[src/rtl/rr_burst_scheduler.sv]
// rr_burst_scheduler: gives one shared beat-oriented resource to one of N_REQ
// requesters at a time. Ownership lasts for a whole tenure of beats. Owners are
// chosen round-robin, starting just past the previous owner. A tenure ends on
// a last beat, when the MAX_BEATS cap is reached, or when the owner drops req.
module rr_burst_scheduler #(
  parameter int N_REQ     = 4,
  parameter int MAX_BEATS = 8,
  parameter int ID_W      = $clog2(N_REQ),
  parameter int CNT_W     = $clog2(MAX_BEATS+1)
) (
  input  logic             clk,
  input  logic             reset_n,
  input  logic [N_REQ-1:0] req,
  input  logic [N_REQ-1:0] req_last,
  input  logic             bus_ready,
  output logic [N_REQ-1:0] grant,
  output logic [ID_W-1:0]  grant_id,
  output logic             busy,
  output logic [CNT_W-1:0] beat_cnt,
  output logic             preempt,
  output logic             abort
);

  typedef enum logic {IDLE, OWN} state_t;

  state_t          state;
  logic [ID_W-1:0] ptr;

  logic            owner_req, owner_last, beat;
  logic            end_last, end_cap, end_abort, ten_end;
  logic [ID_W-1:0] nxt, start, win_id;
  logic            win_vld;

  // Owner-side tenure-end decode and the index just past the current owner
  always_comb begin
    owner_req  = req[grant_id];
    owner_last = req_last[grant_id];
    beat       = (state == OWN) && bus_ready && owner_req;
    end_last   = beat && owner_last;
    end_cap    = beat && (beat_cnt == CNT_W'(MAX_BEATS-1));
    end_abort  = (state == OWN) && !owner_req;
    ten_end    = end_last || end_cap || end_abort;
    nxt        = (grant_id == ID_W'(N_REQ-1)) ? '0 : grant_id + ID_W'(1);
  end

  // Rotating priority search. While owning, the search always starts past the
  // owner, so the result is ready to use as the handoff winner on tenure end.
  always_comb begin
    start   = (state == OWN) ? nxt : ptr;
    win_vld = 1'b0;
    win_id  = '0;
    for (int i = 0; i < N_REQ; i++) begin
      int              k;
      logic [ID_W-1:0] idx;
      k = int'(start) + i;
      if (k >= N_REQ) k = k - N_REQ;
      idx = ID_W'(k);
      if (!win_vld && req[idx]) begin
        win_vld = 1'b1;
        win_id  = idx;
      end
    end
  end

  // Ownership FSM with registered grant, counter and end-of-tenure pulses
  always_ff @(posedge clk or negedge reset_n) begin
    if (!reset_n) begin
      state    <= IDLE;
      ptr      <= '0;
      grant    <= '0;
      grant_id <= '0;
      busy     <= 1'b0;
      beat_cnt <= '0;
      preempt  <= 1'b0;
      abort    <= 1'b0;
    end else begin
      preempt <= 1'b0;
      abort   <= 1'b0;
      case (state)
        IDLE: begin
          if (win_vld) begin
            grant    <= N_REQ'(1) << win_id;
            grant_id <= win_id;
            busy     <= 1'b1;
            beat_cnt <= '0;
            state    <= OWN;
          end
        end
        OWN: begin
          if (ten_end) begin
            ptr      <= nxt;
            beat_cnt <= '0;
            // a last beat on the capped beat is a normal end, not a preemption
            preempt  <= end_cap && !end_last;
            abort    <= end_abort;
            if (win_vld) begin
              grant    <= N_REQ'(1) << win_id;
              grant_id <= win_id;
            end else begin
              grant    <= '0;
              grant_id <= '0;
              busy     <= 1'b0;
              state    <= IDLE;
            end
          end else if (beat) begin
            beat_cnt <= beat_cnt + CNT_W'(1);
          end
        end
        default: state <= IDLE;
      endcase
    end
  end

endmodule

[config.mk]
export PLATFORM = sky130hd
export DESIGN_NAME = rr_burst_scheduler
export DESIGN_NICKNAME = d
export VERILOG_FILES = /design/src/rtl/rr_burst_scheduler.sv
export SDC_FILE = /design/constraint.sdc
export NUM_CORES = 1
export LEC_CHECK = 0
export ABC_AREA = 1
export CORE_MARGIN = 2
export CORE_UTILIZATION = 51
export CTS_CLUSTER_DIAMETER = 60
export DETAILED_ROUTE_END_ITERATION = 7
export PLACE_DENSITY = 0.87
export RECOVER_POWER = 100
export SLEW_MARGIN = 10
export SYNTH_ARGS = -nofsm -noshare
export SYNTH_HDL_FRONTEND = slang
export SYNTH_SLANG_ARGS = --single-unit
[constraint.sdc]
create_clock -name clk -period 2.85 [get_ports clk]
set_clock_uncertainty 0.2 [all_clocks]
set_input_delay 0.855 -clock clk [delete_from_list [all_inputs] [get_ports clk]]
set_output_delay 0.855 -clock clk [all_outputs]
set_load 0.05 [all_outputs]
* Yosys cells after proc, flatten, opt, wreduce, memory -nomap -nowiden *
Index checks and enable logic that the tools add are counted.
W data, S select, Z words.

word-level totals
  output and inout port bits = 13
  flip-flop bits (word level) = 16
  word-level logic and storage cells = 103
  input port bits = 11

cells by class
  equality and inequality tests = 6
  $lt $le $gt $ge = 9
  add/sub/neg operators = 9
  mux-type cells = 49
  shifts and indexed selects = 1
  bitwise operators = 1
  reduce and logical (&&, ||, !) cells = 20

operators with widths
  operator               number
  $mux W2                13
  $mux W4                6
  $mux W1                19
  $pmux W4 S2            2
  $lt A2 B3 Y1 const B   5
  $bmux W1 S2            6
  $ge A3 B3 Y1 const B   3
  $logic_and A1 B1 Y1    9
  $sub A2 B1 Y2 const B  4
  $add A2 B2 Y3 const B  2
  $reduce_and A2 Y1      3
  $logic_not A1 Y1       5
  $add A4 B1 Y4 const B  1
  $eq A4 B3 Y1 const B   1
  $ne A2 B2 Y1 const B   2
  $pmux W1 S2            2
  $pmux W2 S2            1
  $shl A1 B2 Y4 const A  1
  $add A2 B1 Y3 const B  1
  $ge A2 B3 Y1 const B   1
  $ne A3 B1 Y1 const B   1
  $reduce_and A3 Y1      1
  $add A2 B1 Y2 const B  1
  $eq A2 B2 Y1 const B   1
  other kinds (3)        4

* Depth between registers and ports, before layout *
Gate-level depths: netlist of the first run.

  depth in word-level cells = 21
  depth in mapped cells = 16
  depth with buffers taken out = 16

* Worst setup path before layout of the first run *
Ideal clock, no wire load.

  path type = flip-flop to flip-flop
  start point = reg grant_id[1]
  end point = reg beat_cnt[2]
  clock period less this slack = 2.566 ns
  stages on the path, launching flop included = 17
  buffers on the path = 0
  arrival = 2.288 ns
  data required time = 2.572 ns
  setup slack = 0.284 ns
  cell sequence = dfrtp_1 ha_1 inv_1 nand2_1 nand2_2 nand2_1 nand2_1 nand2_1 nand2_2 nor2_4 nand3_2 inv_1 ha_1 nor2_1 nand2_1 xor2_1 a21oi_1

on the way
  word-level cells in the longest chain between the ends = 19

RTL lines
  item                                                    RTL line  source
  start: declaration                                      17        output logic [ID_W-1:0] grant_id,
  start signal: assignment                                83        grant_id <= win_id;
  start signal: assignment                                98        grant_id <= win_id;
  $add A2 B1 Y2 or $eq A2 B2 Y1 (tied branches)           43        nxt = (grant_id == ID_W'(N_REQ-1)) ? '0 : grant_id + ID_W'(1);
  $mux W2 (*)                                             43
  named net nxt[1]                                        31        logic [ID_W-1:0] nxt, start, win_id;
  $mux W2 (*)                                             49        start = (state == OWN) ? nxt : ptr;
  branches (longest 13 deep; another with $add A2 B1 Y3)  n/a
  $mux W1 (*)                                             58        if (!win_vld && req[idx]) begin
  $ne A2 B2 Y1 (no source line) (*)                       n/a
  $reduce_and A2 Y1 (no source line) (*)                  n/a
  end signal: assignment                                  106       beat_cnt <= beat_cnt + CNT_W'(1);
  end: declaration                                        19        output logic [CNT_W-1:0] beat_cnt,

Mark *: on every way through the listed nets, which the timed path passes. The select of a mux whose other input is x is not followed.
A chain may end at the register's enable or synchronous reset.

* Worst setup path after layout of the first run *
  start point = reg grant_id[0]
  end point = out grant_id[0]

No word-level cell between the ends.

==> impl_metrics.csv, run 1 <==
group,metric,value,unit
synthesis,synth_ff_type,"dfrtp_1",
synthesis,netlist_instances,187,
sta,worst_pin_slew,0.719,ns
synthesis,yosys-top-cells-area,"dfrtp_1 (32%), nand2_1 (21%), nand3_1 (11%)",
sta,finalCritPeriodShare,0.955,
final_layout,final_common_cell,"nand2_1",
route,drtAntennaViolNets,0,
sta,final.min_clock_period,2.72,ns
die,die_area,0.00283,mm²
run,drv_cap,0,
route,drt-initial-drc-count,38,
route,firstDrtPassIters,4,
setup_path,r2r_setup_slack,0.21,ns
clock_tree,cts_sinks,16,
global_route,gr-usage-all-layers,0.272,
final_layout,antenna_cells,0,
setup_path,critical_path_required,1.80,ns
pwr,swShare,0.582,
setup_path,cp-start-kind,"flip-flop",
setup_path,crit_fanout,11,
clock_tree,cts_tree,"built",
place,place_ws,-0.0612,ns
final_layout,most-common-layout-cells,"nand2_1 (70), nand3_1 (26), inv_1 (18)",
final_layout,syn_to_final_growth,22.9,%
pwr,combPwrFrac,0.749,
sta,final-setup-viol-count,0,
sta,tns,0,ns
clock_tree,cts_buffers,3,
synthesis,synth_top_area_cell,"dfrtp_1",
setup_path,worstPathArrival,1.67,ns
sta,slew-limit-headroom,0.519,
synthesis,ys_types,23,
synthesis,syn_avg_cell_area,6.61,µm²
setup_path,critPathBufInv,1,
clock_tree,cts.path.max_buffers,2,
sta,fin_ws,0.127,ns
synthesis,synth_edf_count,0,
pwr,p_per_area,1290,mW/mm²
run_status,status,"completed",
sta,hold_violations,0,
die,io_pins,24,
clock_tree,cts_max_level,1,
synthesis,synth-seq-cells,16,
clock_tree,insertion_delay,0.29,ns
route,wl_per_cell,12.9,µm
pwr,p_int,0.823,mW
synthesis,synthesis.nets,201,
place,globalplace.congestion,0.850,
die,die_y,53.2,µm
pwr,seq_power_share,0.191,
sta,max_freq,367,MHz
global_route,grt_max_degree,17,
synthesis,synth-seq-area-share,0.324,
global_route,grt_antenna_before_repair,0,
route,vias,1318,
sta,finalMaxSlewViolations,0,
global_route,grt-ovfl-total,0,
route,via_per_inst,5.42,
synthesis,synth_area,0.00124,mm²
route,drc,0,
die,core_area,0.00225,mm²
setup_path,cp_top_family,"buffers and inverters",
synthesis,ys_warn_count,0,
setup_path,worst-setup-path-type,"reg2out",
clock_tree,post_cts_buffers,0,
setup_path,path_cells,"dlygate4sd3_1",
sta,rsz0062_at_grt,"false",
setup_path,max_stage_delay,0.90,ns
pwr,p_sw,1.14,mW
clock_tree,clk_pin_slew,0.08,ns
global_route,grt_pass1_wl,5590,µm
die,fp.dieW,53.2,µm
pwr,p_clk_frac,0.060,
synthesis,async_flop_share,1.00,
die,start_util,0.548,
final_layout,final_nets,231,
global_route,grt_pass1_vias,1280,
place,portBuffers,23,
die,rows,17,
setup_path,critPathSlowestCell,"dlygate4sd3_1",
pwr,p_leak,0.836,nW
final_layout,drive_gt1_frac,0.121,
synthesis,yosys.area.top_type_share,0.324,
min_path,min_path_type,"reg2reg",
clock_tree,cts-root-buf,"clkbuf_4",
route,drt_wl_total,3140,µm
setup_path,endpoint_kind,"output pin",
place,hpwl,2410,µm
pwr,ir_worst_vdd,805,µV
==> per-stage QoR <==
| stage | cells | total power, mW | hold WS, ns | area (µm²) | utilization |
|---|---|---|---|---|---|
| after floorplan | 187 | 1.53 | 0.274 | 1240 | - |
| after global placement | 240 | 1.84 | 0.265 | 1510 | 0.671 |
| after detailed placement | 240 | 1.89 | 0.271 | 1510 | 0.671 |
| after CTS | 243 | 2.03 | 0.295 | 1540 | 0.681 |
| after global routing | 243 | 2.18 | 0.310 | 1520 | 0.674 |
| final | 243 | 1.97 | 0.290 | 1520 | 0.674 |
==> synthesized netlist by cell type (2+ instances only) <==
library cell,instances
nand2_1,69
nand2_4,3
o21ai_1,2
xor2_1,2
o21ai_0,7
inv_1,17
nand3_2,3
nand3_1,26
nor2_1,12
buf_4,2
dfrtp_1,16
ha_1,3
nand2_2,10
a21oi_1,6
==> kinds of logic (layout without fill, tap and decap cells) <==
family                   after synthesis  in the layout  share of synthesized area
AO/OA/AOI/OAI                         16             16                     0.0668
XOR/XNOR                               2              2                     0.0142
adder cells (fa/ha/maj)                3              3                     0.0304
buffers and inverters                 22             50                     0.0799
flip-flops                            16             16                      0.324
AND/OR/NAND/NOR                      128            128                      0.485
==> metal layers <==
layer | GRT usage | vias to the layer above | share of wire
met5 | 0 | - | 0
met4 | 0.120 | 0 | 0.028
met3 | 0.0621 | 11 | 0.052
met2 | 0.451 | 52 | 0.48
met1 | 0.333 | 601 | 0.44
li1 | - | 654 | -
==> final timing paths <==
kind                       cells past startpoint   startpoint          end
max                                            1  grant_id[0]  grant_id[0]
max reg2reg                                   16  grant_id[0]  beat_cnt[2]
max in group asynchronous                      1      reset_n  grant_id[0]
min reg2reg                                    2     grant[2]     grant[2]
min                                            2     grant[2]     grant[2]
min in group asynchronous                      1      reset_n  beat_cnt[0]
==> state kept, by name (all words and copies together) (netlist names) <==
register and cells:
grant_id 2, beat_cnt 4, ptr 2, grant 4, abort 1, busy 1
preempt 1, state 1
==> power by group through the flow <==
stage                     combinational (mW)  sequential [mW]  clock [mW]
after CTS                               1.53            0.376       0.123
after detailed placement                1.51            0.380           0
after floorplan                        0.991            0.536           0
final                                   1.47            0.376       0.118
after global routing                    1.67            0.387       0.129
after global placement                  1.47            0.379           0
==> final cells by class <==
cell class                      count  area (µm²)
Tap cell                           28        35.0
Sequential cell                    16         402
Inverter                           19        71.3
Clock buffer                        3        22.5
Multi-Input combinational cell    149         724
Fill cell                         227         736
Timing Repair Buffer               28         264
==> timing repair <==
action                                  4_1_cts  5_1_grt
hold buffers                                  0        0
endpoints found under the setup margin        0        3
resized for setup                             0        1
No activity file was read; power rests on OpenSTA's default activity.
==> run 2: changes to the inputs <==
--- a/config.mk
+++ b/config.mk
@@ -6,6 +6,7 @@
 export NUM_CORES = 1
 export LEC_CHECK = 0
 export ABC_AREA = 1
+export CAP_MARGIN = 20
 export CORE_MARGIN = 2
 export CORE_UTILIZATION = 51
 export CTS_CLUSTER_DIAMETER = 60
==> constraint.sdc (replaced) <==
create_clock -name clk -period 2.85 [get_ports clk]
set_clock_uncertainty 0.2 [all_clocks]
set_input_delay 0.855 -clock clk [delete_from_list [all_inputs] [get_ports clk]]
set_output_delay 0.855 -clock clk [all_outputs]
set_load 0.02 [all_outputs]
==> impl_metrics.csv, run 2 (synthesis gave the netlist of run 1 again) <==
group,metric,value,unit
pwr,p_clk_frac,0.078,
setup_path,critical_path_required,2.87,ns
sta,final-setup-viol-count,0,
clock_tree,cts-root-buf,"clkbuf_4",
place,place_ws,-0.0781,ns
route,drtAntennaViolNets,0,
run,drv_cap,0,
setup_path,reg2reg_to,"beat_cnt[2]",
setup_path,endpoint_kind,"flip-flop",
setup_path,worstPathArrival,2.68,ns
clock_tree,clk_pin_slew,0.10,ns
setup_path,cp-endpoint,"beat_cnt[2]",
pwr,seq_power_share,0.188,
setup_path,max_stage_delay,0.53,ns
pwr,combPwrFrac,0.733,
clock_tree,cts_max_level,1,
pwr,p_leak,0.848,nW
clock_tree,post_cts_buffers,0,
route,wl_per_cell,12.8,µm
sta,finalMaxSlewViolations,0,
setup_path,cp-start-kind,"input port",
global_route,grt_pass1_vias,1282,
final_layout,syn_to_final_growth,24.5,%
route,drt-initial-drc-count,58,
setup_path,r2r_setup_slack,0.30,ns
sta,worst_pin_slew,0.736,ns
pwr,p_int,0.863,mW
final_layout,multi_input_area,724,µm²
place,dpl-instance-area,0.00152,mm²
place,hpwl,2480,µm
final_layout,drive_gt1_frac,0.120,
global_route,gr-usage-all-layers,0.251,
setup_path,worst-setup-path-type,"in2reg",
sta,slew-limit-headroom,0.508,
clock_tree,insertion_delay,0.29,ns
sta,hold_violations,0,
global_route,grt-ovfl-total,0,
clock_tree,cts_resized,0,
place,portBuffers,23,
die,fp.dieW,53.2,µm
clock_tree,cts_buffers,3,
final_layout,n_fill_cell,205,
clock_tree,cts_sinks,16,
pwr,ir_worst_vdd,836,µV
final_layout,final_area,0.00154,mm²
final_layout,most-common-layout-cells,"nand2_1 (70), nand3_1 (27), inv_1 (18)",
pwr,p_per_area,1240,mW/mm²
final_layout,antenna_cells,0,
setup_path,r2r-start,"grant_id[1]",
setup_path,crit_fanout,4,
route,drt_wl_total,3140,µm
setup_path,critPathSlowestCell,"clkdlybuf4s50_1",
route,firstDrtPassIters,4,
clock_tree,cts.path.max_buffers,2,
route,drc,0,
sta,fin_ws,0.181,ns
sta,rsz0062_at_grt,"false",
setup_path,cp.depth,13,
global_route,grt_pass1_wl,5260,µm
sta,finalCritPeriodShare,0.937,
setup_path,cp_top_family,"simple AND/OR/NAND/NOR gates",
route,via_per_inst,5.28,
die,io_pins,24,
die,core_area,0.00225,mm²
final_layout,top_regs,"beat_cnt x4, grant x4",
route,vias,1294,
die,rows,17,
final_layout,regArea,400,µm²
run_status,status,"completed",
final_layout,final_common_cell,"nand2_1",
global_route,grt_max_degree,17,
pwr,finalPower,1.91,mW
sta,max_freq,375,MHz
die,start_util,0.548,
setup_path,reg2reg_depth,16,
pwr,swShare,0.548,
pwr,p_sw,1.04,mW
final_layout,final_nets,232,
setup_path,startpoint,"req[1]",
global_route,grt_antenna_before_repair,0,
setup_path,path_cells,"clkdlybuf4s50_1 > inv_1 > nand3_1 > nand3_1 > nand2_2 > nor2_4 > nand3_2 > inv_1 > ha_1 > nor2_1 > nand2_1 > xor2_1 > a21oi_1",
setup_path,critPathBufInv,3,
clock_tree,cts_tree,"built",
die,die_area,0.00283,mm²
clock_tree,hold_buffers,0,
min_path,min_path_type,"reg2reg",
sta,final.min_clock_period,2.67,ns
die,die_y,53.2,µm
place,globalplace.congestion,0.825,
run 2: tightest hold or removal path: stages, from the launching register on:
cell and delay, ns:
dfrtp_1 0.36, nand2_1 0.05, nand2_1 0.05
run 2: cell type report:
class,count,share of cell area
timing repair buffer,29,0.176
clock buffer,4,0.0236
tap,28,0.0228
multi-input combinational,149,0.471
inverter,19,0.0463
sequential,16,0.260
run 2: power by group through the flow:
stage / Combinational, mW / Sequential (mW) / Clock, mW
after floorplan: 0.991 / 0.418 / 0
after global placement: 1.38 / 0.362 / 0
after detailed placement: 1.43 / 0.366 / 0
after CTS: 1.44 / 0.361 / 0.152
after global routing: 1.57 / 0.367 / 0.162
final: 1.40 / 0.360 / 0.149
run 2: how the worst min path moves through the flow:
stage	cells past startpoint	endpoint	start	slack, ns
final	2	grant[2]	grant[2]	0.29
after CTS	2	grant[2]	grant[2]	0.29
after floorplan	2	ptr[0]	ptr[0]	0.27
after global routing	2	grant[2]	grant[2]	0.30
after global placement	2	grant[2]	grant[2]	0.27
after detailed placement	2	grant[2]	grant[2]	0.27
run 2: per-layer routing:
metal  GRT usage  up-vias  routed length (µm)
met2       0.442       45                1550
met4      0.0684        0                  15
met3      0.0452        2                 173
li1            -      656                   -
met5           0        -                   0
met1       0.312      591                1400
run 2: through the flow:
step | cells | utilization | hold slack [ns] | setup TNS [ns]
after global routing | 245 | 0.683 | 0.297 | 0
after CTS | 245 | 0.690 | 0.294 | 0
after detailed placement | 241 | 0.674 | 0.272 | -0.0781
after floorplan | 187 | - | 0.274 | 0
final | 245 | 0.683 | 0.287 | 0
after global placement | 241 | 0.674 | 0.265 | 0
